`src/rtl/pipeline_hazard_ctrl.sv`:
```
// Hazard controller for a four-stage pipeline (fetch/decode/act/writeback).
// Produces the retain/clear controls of the i2d, d2a and a2w stage registers
// and the PC hold. It handles load-use hazards, multi-cycle d-cache accesses
// with a timeout, branch mispredicts, and halt/interrupt at writeback.
// The controls are combinational from the state and the inputs, and they take
// effect at the next clock edge.
module pipeline_hazard_ctrl #(
  parameter int MEM_TIMEOUT = 255,
  parameter int REG_ADDR_W  = 4,
  parameter int PERF_W      = 16
) (
  input  logic                  clk,
  input  logic                  rst,
  input  logic                  d_valid,
  input  logic                  d_rs_read,
  input  logic [REG_ADDR_W-1:0] d_rs_addr,
  input  logic                  a_valid,
  input  logic                  a_mem_load,
  input  logic                  a_mem_access,
  input  logic                  a_reg_write,
  input  logic [REG_ADDR_W-1:0] a_reg_addr,
  input  logic                  a_mispredict,
  input  logic                  dc_ready,
  input  logic                  w_valid,
  input  logic                  w_halt,
  input  logic                  w_interrupt,
  input  logic                  resume,
  output logic                  pc_retain,
  output logic                  i2d_retain,
  output logic                  i2d_clear,
  output logic                  d2a_retain,
  output logic                  d2a_clear,
  output logic                  a2w_retain,
  output logic                  a2w_clear,
  output logic                  halted,
  output logic                  mem_timeout_err,
  output logic [PERF_W-1:0]     stall_cycles
);

  localparam int TIMER_W = (MEM_TIMEOUT < 1) ? 1 : $clog2(MEM_TIMEOUT + 1);
  localparam logic [TIMER_W-1:0] TIMER_MAX = TIMER_W'(MEM_TIMEOUT);

  typedef enum logic [1:0] {
    ST_RUN      = 2'd0,
    ST_MEM_WAIT = 2'd1,
    ST_HALTED   = 2'd2
  } state_t;

  state_t             state_q, state_d;
  logic [TIMER_W-1:0] timer_q, timer_d;
  logic [PERF_W-1:0]  stall_q;

  logic w_event;
  logic mem_miss;
  logic load_use;
  logic run_rules;
  logic allow_miss;

  assign w_event  = w_valid & (w_halt | w_interrupt);
  assign mem_miss = a_valid & a_mem_access & ~dc_ready;
  assign load_use = d_valid & d_rs_read & a_valid & a_mem_load & a_reg_write
                    & (d_rs_addr == a_reg_addr);

  // Next-state and control decode; priority rules shared by RUN and MEM_WAIT completion
  always_comb begin
    // NOTE: every output of this block gets a default first so that no path leaves
    // a signal unassigned, which would otherwise infer a latch.
    state_d         = state_q;
    timer_d         = timer_q;
    pc_retain       = 1'b0;
    i2d_retain      = 1'b0;
    i2d_clear       = 1'b0;
    d2a_retain      = 1'b0;
    d2a_clear       = 1'b0;
    a2w_retain      = 1'b0;
    a2w_clear       = 1'b0;
    halted          = 1'b0;
    mem_timeout_err = 1'b0;
    run_rules       = 1'b0;
    allow_miss      = 1'b0;

    if (rst) begin
      i2d_clear = 1'b1;
      d2a_clear = 1'b1;
      a2w_clear = 1'b1;
    end else begin
      unique case (state_q)
        ST_RUN: begin
          run_rules  = 1'b1;
          allow_miss = 1'b1;
        end
        ST_MEM_WAIT: begin
          if (dc_ready) begin
            // The access completes: the stalled instructions move on this edge.
            run_rules = 1'b1;
            state_d   = ST_RUN;
            timer_d   = '0;
          end else if (timer_q < TIMER_MAX) begin
            pc_retain  = 1'b1;
            i2d_retain = 1'b1;
            d2a_retain = 1'b1;
            a2w_clear  = 1'b1;
            timer_d    = timer_q + TIMER_W'(1);
          end else begin
            // The d-cache never answered: flush the whole pipe and resume fetch.
            mem_timeout_err = 1'b1;
            i2d_clear       = 1'b1;
            d2a_clear       = 1'b1;
            a2w_clear       = 1'b1;
            state_d         = ST_RUN;
            timer_d         = '0;
          end
        end
        ST_HALTED: begin
          pc_retain = 1'b1;
          i2d_clear = 1'b1;
          d2a_clear = 1'b1;
          a2w_clear = 1'b1;
          halted    = 1'b1;
          if (resume) state_d = ST_RUN;
        end
        default: state_d = ST_RUN;
      endcase

      if (run_rules) begin
        if (w_event) begin
          i2d_clear = 1'b1;
          d2a_clear = 1'b1;
          a2w_clear = 1'b1;
          if (w_halt) state_d = ST_HALTED;
        end else if (allow_miss && mem_miss) begin
          pc_retain  = 1'b1;
          i2d_retain = 1'b1;
          d2a_retain = 1'b1;
          a2w_clear  = 1'b1;
          state_d    = ST_MEM_WAIT;
          timer_d    = TIMER_W'(1);
        end else if (a_valid && a_mispredict) begin
          i2d_clear = 1'b1;
          d2a_clear = 1'b1;
        end else if (load_use) begin
          pc_retain  = 1'b1;
          i2d_retain = 1'b1;
          d2a_clear  = 1'b1;
        end
      end
    end
  end

  // State and d-cache wait timer registers
  always_ff @(posedge clk or posedge rst) begin
    // NOTE: sequential state uses non-blocking assignments so every register
    // samples the pre-edge values, independent of statement order.
    if (rst) begin
      state_q <= ST_RUN;
      timer_q <= '0;
    end else begin
      state_q <= state_d;
      timer_q <= timer_d;
    end
  end

  // Saturating count of cycles the PC was held outside HALTED
  always_ff @(posedge clk or posedge rst) begin
    if (rst) begin
      stall_q <= '0;
    end else if (pc_retain && !halted && (stall_q != '1)) begin
      stall_q <= stall_q + PERF_W'(1);
    end
  end

  assign stall_cycles = stall_q;

endmodule

```
`config.mk`:
```
export PLATFORM = sky130hd
export DESIGN_NAME = pipeline_hazard_ctrl
export DESIGN_NICKNAME = d
export VERILOG_FILES = /design/src/rtl/pipeline_hazard_ctrl.sv
export SDC_FILE = /design/constraint.sdc
export NUM_CORES = 1
export LEC_CHECK = 0
export ABC_AREA = 1
export CORE_ASPECT_RATIO = 0.75
export CORE_MARGIN = 3
export CORE_UTILIZATION = 27
export CTS_BUF_LIST = sky130_fd_sc_hd__clkbuf_4 sky130_fd_sc_hd__clkbuf_8
export CTS_CLUSTER_DIAMETER = 50
export DETAILED_ROUTE_END_ITERATION = 16
export DONT_BUFFER_PORTS = 1
export GPL_ROUTABILITY_DRIVEN = 0
export HOLD_SLACK_MARGIN = 0.03
export PLACE_DENSITY = 0.43
export REMOVE_ABC_BUFFERS = 1
export SYNTH_ARGS = -nofsm -noshare
export SYNTH_HDL_FRONTEND = slang
export SYNTH_SLANG_ARGS = --single-unit
```
`constraint.sdc`:
```
create_clock -name clk -period 2.89 [get_ports clk]
set_input_delay 0.578 -clock clk [delete_from_list [all_inputs] [get_ports clk]]
set_output_delay 0.578 -clock clk [all_outputs]
set_load 0.02 [all_outputs]
```
; ---- After elaboration in Yosys (flattened, before gate mapping)
; Cells that the tools add are included.
; W data, S select, Z words.
[op_classes]
add_sub_neg = 2
order_cmp = 1
eq_ne = 4
muxes = 63
bitwise_logic = 10
n_reduce_logical = 6
[ops]
columns = operator, count
row1 = $mux W8, 6
row2 = $mux W1, 45
row3 = $add A16 B1 Y16 const B, 1
row4 = $ne A16 B16 Y1 const B, 1
row5 = $mux W2, 7
row6 = $add A8 B1 Y8 const B, 1
row7 = $and A1 B1 Y1, 8
row8 = $lt A8 B8 Y1 const B, 1
row9 = $pmux W1 S2, 4
row10 = $pmux W2 S3, 1
row11 = $eq A4 B4 Y1, 1
row12 = $logic_and A1 B1 Y1, 4
row13 = $eq A2 B1 Y1 const B, 1
row14 = $eq A2 B2 Y1 const B, 1
row15 = $logic_not A2 Y1, 1
row16 = $logic_not A1 Y1, 1
row17 = $not A1 Y1, 1
row18 = $or A1 B1 Y1, 1
[word_totals]
ff_bits = 26
inputBits = 22
out_inout_bits = 25
elab_cells = 89

; ---- Logic depth before layout (Yosys ltp)
; Gate-level depths: netlist (run 1).
[depth]
depth_word = 13
depth_mapped = 13

; ---- Worst setup path after synthesis (run 1)
; OpenSTA, ideal clock, no wires.
[synth_timing]
path_kind = input to output
from = input port rst
to = output port d2a_retain
arrival_time_ns = 1.578
t_required_ns = 2.312
slack_ns = 0.734
path_stages = 4
cell_sequence = buf_2 inv_2 nand3_1 nand2_1
[synth_via]
elab_chain_len = 1
[synth_rtl]
columns = element, line
row1 = from (decl), 13  ; input logic rst,
row2 = $mux W1, 82  ; if (rst) begin
row3 = to (decl), 31  ; output logic d2a_retain,
; Every way passes these cells.

; ---- Worst setup path after layout (run 1)
[layout_timing]
from = register state_q[1]
to = output port i2d_retain
[layout_via]
elab_chain_len = 8
word_cells_on_any_way = 14
classes_between = eq/ne (1) / mux (11) / reduce/logical (2)
[layout_rtl]
columns = element, line
row1 = from (decl), 49  ; state_t state_q, state_d;
row2 = from (signal assigned), 158  ; state_q <= state_d;
row3 = $eq A2 B1 Y1 or $logic_not A2 Y1 (tied branches), 87  ; unique case (state_q)
row4 = $mux W1, 87
row5 = "$mux W1, on equally long branches", "141, 82"
row6 = $mux W1 or $logic_and A1 B1 Y1 (tied branches), "138, 131"
row7 = $mux W1, 131  ; end else if (allow_miss && mem_miss) begin
row8 = $mux W1, 126  ; if (w_event) begin
row9 = $mux W1 (*), 125  ; if (run_rules) begin
row10 = $mux W1 (*), 82
row11 = to (decl), 29  ; output logic i2d_retain,
; Every way passes the cells marked *; elsewhere a longest branch is shown, timed or not. The select of a mux whose other input is x is not followed.

==> results of run 1 <==
[cell families (layout without fill, tap and decap cells)]
logic type | count (synthesis) | after routing | share of synthesized area
AND/OR/NAND/NOR | 174 | 174 | 0.405
buffers and inverters | 40 | 43 | 0.0867
flip-flops | 26 | 26 | 0.337
AO/OA/AOI/OAI | 21 | 21 | 0.0725
XOR/XNOR | 13 | 13 | 0.0589
adder cells (fa/ha/maj) | 6 | 6 | 0.0388
other | 1 | 1 | 0.00194
[flip-flops by register name, indices dropped and copies added, names as in the netlist]
signal and count:
stall_cycles 16, timer_q 8, state_q 2
[cells in the mapped netlist]
cell type  number
a211oi_1        4
a21oi_1         4
a31oi_1         1
a31oi_4         1
and2_4          1
and3_1          1
buf_2           2
buf_4           2
buf_6           1
conb_1          1
dfrtp_1        26
ha_1            6
inv_1          33
inv_2           2
nand2_1        98
nand2_2         5
nand2_4         3
nand3_1        28
nand3_2         1
nand3b_1        1
nand4_1         3
nor2_1         22
nor2_2          2
nor2_4          2
nor3_1          6
nor3_2          1
o2111ai_1       1
o211ai_1        1
o21ai_0         7
o21ai_1         1
o22ai_1         1
xnor2_1         3
xor2_1         10
[layout by cell type, fill, tap and decap left out, types with 3 or more instances in the layout]
cell type and count:
clkbuf_8 3, nand2_2 5, dfrtp_1 26, buf_4 4, nand2_4 3, a21oi_1 4, ha_1 6, inv_1 33
nand4_1 3, a211oi_1 4, o21ai_0 7, xnor2_1 3, nand3_1 28, nand2_1 98, xor2_1 10, nor3_1 6
nor2_1 22
[cell type report]
class,count,area (sq um)
Clock buffer,3,41.3
Tap cell,98,123
Inverter,35,131
Sequential cell,26,651
Multi-Input combinational cell,215,1110
Timing Repair Buffer,4,30.0
Fill cell,762,4740
Clock inverter,1,30.0
[path summary, 6_finish.rpt]
path	from	endpoint	slack, ps	depth (start not counted)
setup reg to reg	state_q[1]$_DFFE_PP0N_	stall_cycles[7]$_DFFE_PP0P_	860	11
hold reg to reg	timer_q[7]$_DFFE_PP0N_	timer_q[7]$_DFFE_PP0N_	530	2
setup / recovery	state_q[1]$_DFFE_PP0N_	i2d_retain	370	8
max in group asynchronous	rst	stall_cycles[7]$_DFFE_PP0P_	2210	2
hold / removal	rst	state_q[1]$_DFFE_PP0N_	80	1
min in group clk	rst	timer_q[7]$_DFFE_PP0N_	420	2
[through the flow]
step	std cells	setup WS, ps	hold WS (ps)
5_1_grt	382	161	84.8
4_1_cts	382	375	75.0
2_1_floorplan	276	838	464
3_3_place_gp	378	738	384
3_5_place_dp	378	695	378
6_report	382	372	80.9
[worst max-delay path: stages, from the launching register on]
cell and delay, ps:
dfrtp_1 420, inv_1 110, ha_1 210, inv_1 70, nor2_1 240, nand2_2 130
inv_1 120, nand2_1 120, nand2_1 250
[metal layers]
metal  track usage  wire (um)
met1         0.202       2790
met2         0.193       1950
met4        0.0159         25
met3        0.0260        302
met5             0          0
[power groups by stage]
stage	Clock, mW	Sequential [mW]	Combinational, mW
after floorplan	0	0.466	0.360
after detailed placement	0	0.481	0.471
final	0.309	0.473	0.468
after CTS	0.322	0.475	0.475
after global placement	0	0.480	0.479
after global routing	0.336	0.485	0.543
==> flow_summary.yaml, run 1 <==
floorplanning:
  rows: 26
  dieArea_sq_um: 8220
  io-pin-count: 47
  dieWidth_um: 104
  core_region_area_sq_um: 6860
  die_h_um: 79.3
  start_util: 0.282
clocking:
  clkSinkCount: 26
  post_cts_buffers: 0
  ctsResizeCount: 0
  cts_hold_buf: 0
  ctsHtreeMaxLevel: 1
  clkLatencyLatePin_ps: 270
  cts_inserted_buffers: 3
  cts_tree: "yes"
  clock_path_buffers: 2
  clk_pin_slew_ps: 90
  root_buffer: "clkbuf_8"
power:
  power.internal_mw: 0.735
  netSwitchingFraction: 0.412
  pwr-share-seq: 0.378
  combPwrFrac: 0.375
  peakVddDrop_uv: 183
  p_leak_nw: 1.05
  total_power_mw: 1.25
  clkPwrFrac: 0.247
  p_per_area_nw_per_um2: 589
  switching_power_mw: 0.515
global_route:
  grt-ovfl-total: 0
  grt_max_degree: 27
  grt_antenna_before_repair: 0
  grt_pass1_vias: 1709
  grt_pass1_wl_um: 8850
  gr-usage-all-layers: 0.131
synth:
  yosysTopAreaCellShare: 0.337
  post_synth_num_cell_types: 33
  synthCells: 281
  synth_top_area_cell: "dfrtp_1"
  syn_area_sq_um: 1930
  yosys-top-cells-area: "dfrtp_1 (34%), nand2_1 (19%), nand3_1 (7.2%), inv_1 (6.4%), xor2_1 (4.5%)"
  ys_ff_latch: 26
  synth_area_per_cell_sq_um: 6.88
  synth_seq_area_share: 0.337
  ys_warn_count: 0
cells_and_area:
  fin_nets: 313
  drive_above_1_share: 0.0915
  syn_to_final_growth_pct: 9.71
  utilization: 0.309
  final_area_sq_um: 2120
  diodes: 0
placement:
  dpl.hpwl_um: 4000
  placed_area_sq_um: 2050
  io_buffers: 0
worst_setup_path:
  worst-path-max-fanout: 4
  crit_type: "flop to primary output"
  critPathArrivalTime_ps: 1940
  cp.required_ps: 2310
  startpoint_type: "flop"
  end_kind: "primary output"
route:
  wirelength_um: 5070
  drt_first_pass_iters: 4
  drt_drc_violations_left: 0
  drt_iter0_drc: 87
  viasPerCell: 4.46
  drtAntennaViolNets: 0
  routedWlPerCell_um: 13.3
  vias: 1705
timing:
  finalSetupViolCount: 0
  totalNegativeSetupSlack_ps: 0
  worstMarginPinSlew_ps: 499
  finalCritPeriodShare: 0.871
  skew_ps: 7.00
  hold_violations: 0
  fmax_mhz: 397
  max_slew_margin: 0.667
  finalMaxSlewViolations: 0
  rsz0062_at_grt: "false"
  layout_min_cycle_time_ps: 2520
hold_path:
  hp-class: "input pin to async pin"
outcome:
  status: "complete, no violations"
job:
  cap_violations: 0
No activity file was read; power rests on OpenSTA's default activity.
==> run 2, diff against run 1 <==
- SLEW_MARGIN: not set -> 20
- clock period: 2.89 -> 2.9 ns (I/O delays scaled with it)
==> flow_summary.yaml, run 2 (synthesis results as in run 1) <==
outcome:
  status: "complete, no violations"
timing:
  finalCritPeriodShare: 0.897
  hold_ws_ps: 79.7
  totalNegativeSetupSlack_ps: 0
  hold_violations: 0
  skew_ps: 4.15
  max_slew_margin: 0.665
  worstMarginPinSlew_ps: 502
  finalSetupViolCount: 0
  fmax_mhz: 384
  finalMaxSlewViolations: 0
  layout_min_cycle_time_ps: 2600
  rsz0062_at_grt: "false"
clocking:
  ctsHtreeMaxLevel: 1
  clock_path_buffers: 2
  post_cts_buffers: 0
  ctsResizeCount: 0
  clkSinkCount: 26
  root_buffer: "clkbuf_8"
  cts_tree: "yes"
  clk_pin_slew_ps: 100
  cts_inserted_buffers: 3
  cts_hold_buf: 0
  clkLatencyLatePin_ps: 280
cells_and_area:
  diodes: 0
  layout_commonest_cell: "nand2_1"
  syn_to_final_growth_pct: 9.71
  layout_common_cells: "nand2_1 (98), inv_1 (33), nand3_1 (28)"
  fin_nets: 313
  n_fill_cell: 778
  largest_reg_flops: 16
  drive_above_1_share: 0.0915
global_route:
  grt_max_degree: 27
  grt-ovfl-total: 0
  grt_antenna_before_repair: 0
  grt_pass1_wl_um: 8740
  gr-usage-all-layers: 0.130
  grt_pass1_vias: 1706
worst_setup_path:
  r2r-end: "stall_cycles[3]$_DFFE_PP0P_"
  cp.depth: 8
  r2r-start: "state_q[1]$_DFFE_PP0N_"
  r2r_cells: 11
  worst-path-max-fanout: 4
  reg2reg_slack_ps: 870
  cpMostUsedCell: "inv_1"
  crit_type: "flop to primary output"
  startpoint: "state_q[1]$_DFFE_PP0N_"
  cp.required_ps: 2320
  critPathMaxStageDelay_ps: 430
  critPathArrivalTime_ps: 2020
  endpoint: "d2a_clear"
  cp_slowest_cell: "dfrtp_1"
  crit_family: "compound AO/OA/AOI/OAI gates"
  startpoint_type: "flop"
  path_buf_inv: 3
  end_kind: "primary output"
  path_cells: "inv_1 > ha_1 > inv_1 > nor2_1 > inv_1 > o21ai_0 > nand2_1 > o2111ai_1"
route:
  vias: 1688
  drt_first_pass_iters: 4
  routedWlPerCell_um: 13.2
  drt_iter0_drc: 103
  wirelength_um: 5060
  drt_drc_violations_left: 0
  viasPerCell: 4.42
  drtAntennaViolNets: 0
power:
  total_power_mw: 1.25
  p_per_area_nw_per_um2: 591
  peakVddDrop_uv: 190
  p_leak_nw: 1.05
placement:
  dpl.hpwl_um: 3990
  io_buffers: 0
job:
  cap_violations: 0
hold_path:
  hp-class: "input pin to async pin"
floorplanning:
  start_util: 0.282
  die_h_um: 79.3
  io-pin-count: 47
  dieWidth_um: 104
  dieArea_sq_um: 8220
  core_region_area_sq_um: 6860
  rows: 26
run 2: cell counts in the layout (fill, tap and decap cells not counted):
Identical to the previous run, type by type.
run 2: report_power, final:
part / total [mW] / internal, mW / switching (mW) / leakage [nW]
combinational: 0.470 / 0.145 / 0.325 / 0.660
sequential: 0.471 / 0.403 / 0.0681 / 0.356
clock: 0.311 / 0.185 / 0.126 / 0.0357
total: 1.25 / 0.733 / 0.519 / 1.05
run 2: layer usage:
metal,routed length [um],vias up,track usage
met2,1900,24,0.191
met4,16,0,0.0159
met5,0,-,0
li1,-,896,-
met3,186,2,0.0260
met1,2960,766,0.201
run 2: cell type report:
class / count / area [sq um] / area share
multi-input combinational: 215 / 1110 / 0.526
sequential: 26 / 651 / 0.307
inverter: 35 / 131 / 0.0619
tap: 98 / 123 / 0.0578
clock buffer: 3 / 41.3 / 0.0195
clock inverter: 1 / 30.0 / 0.0142
timing repair buffer: 4 / 30.0 / 0.0142
run 2: worst register-to-register path, delay by kind of cell, from the launching register on:
family / cells / cell delay (ps)
simple gates: 8 / 1110
fa+ha+maj: 1 / 220
buf+inv: 2 / 190
flops: 1 / 430
run 2: worst min-delay path by stage:
stage                                 from                     end  slack [ps]  cells past startpoint
floorplan           timer_q[7]$_DFFE_PP0N_  timer_q[7]$_DFFE_PP0N_         460                      2
global placement                       rst  state_q[0]$_DFFE_PP0N_         390                      1
detailed placement                     rst  state_q[1]$_DFFE_PP0N_         380                      1
CTS                                    rst  state_q[0]$_DFFE_PP0N_          80                      1
global route                           rst  state_q[1]$_DFFE_PP0N_          80                      1
finish                                 rst  state_q[1]$_DFFE_PP0N_          80                      1
run 2: metrics by stage:
stage	instances	util	cell area, sq um	setup slack [ps]
3_5_place_dp	378	0.299	2050	625
2_1_floorplan	276	-	1900	846
6_report	382	0.309	2120	298
5_1_grt	382	0.309	2120	53.1
4_1_cts	382	0.309	2120	303
3_3_place_gp	378	0.299	2050	746
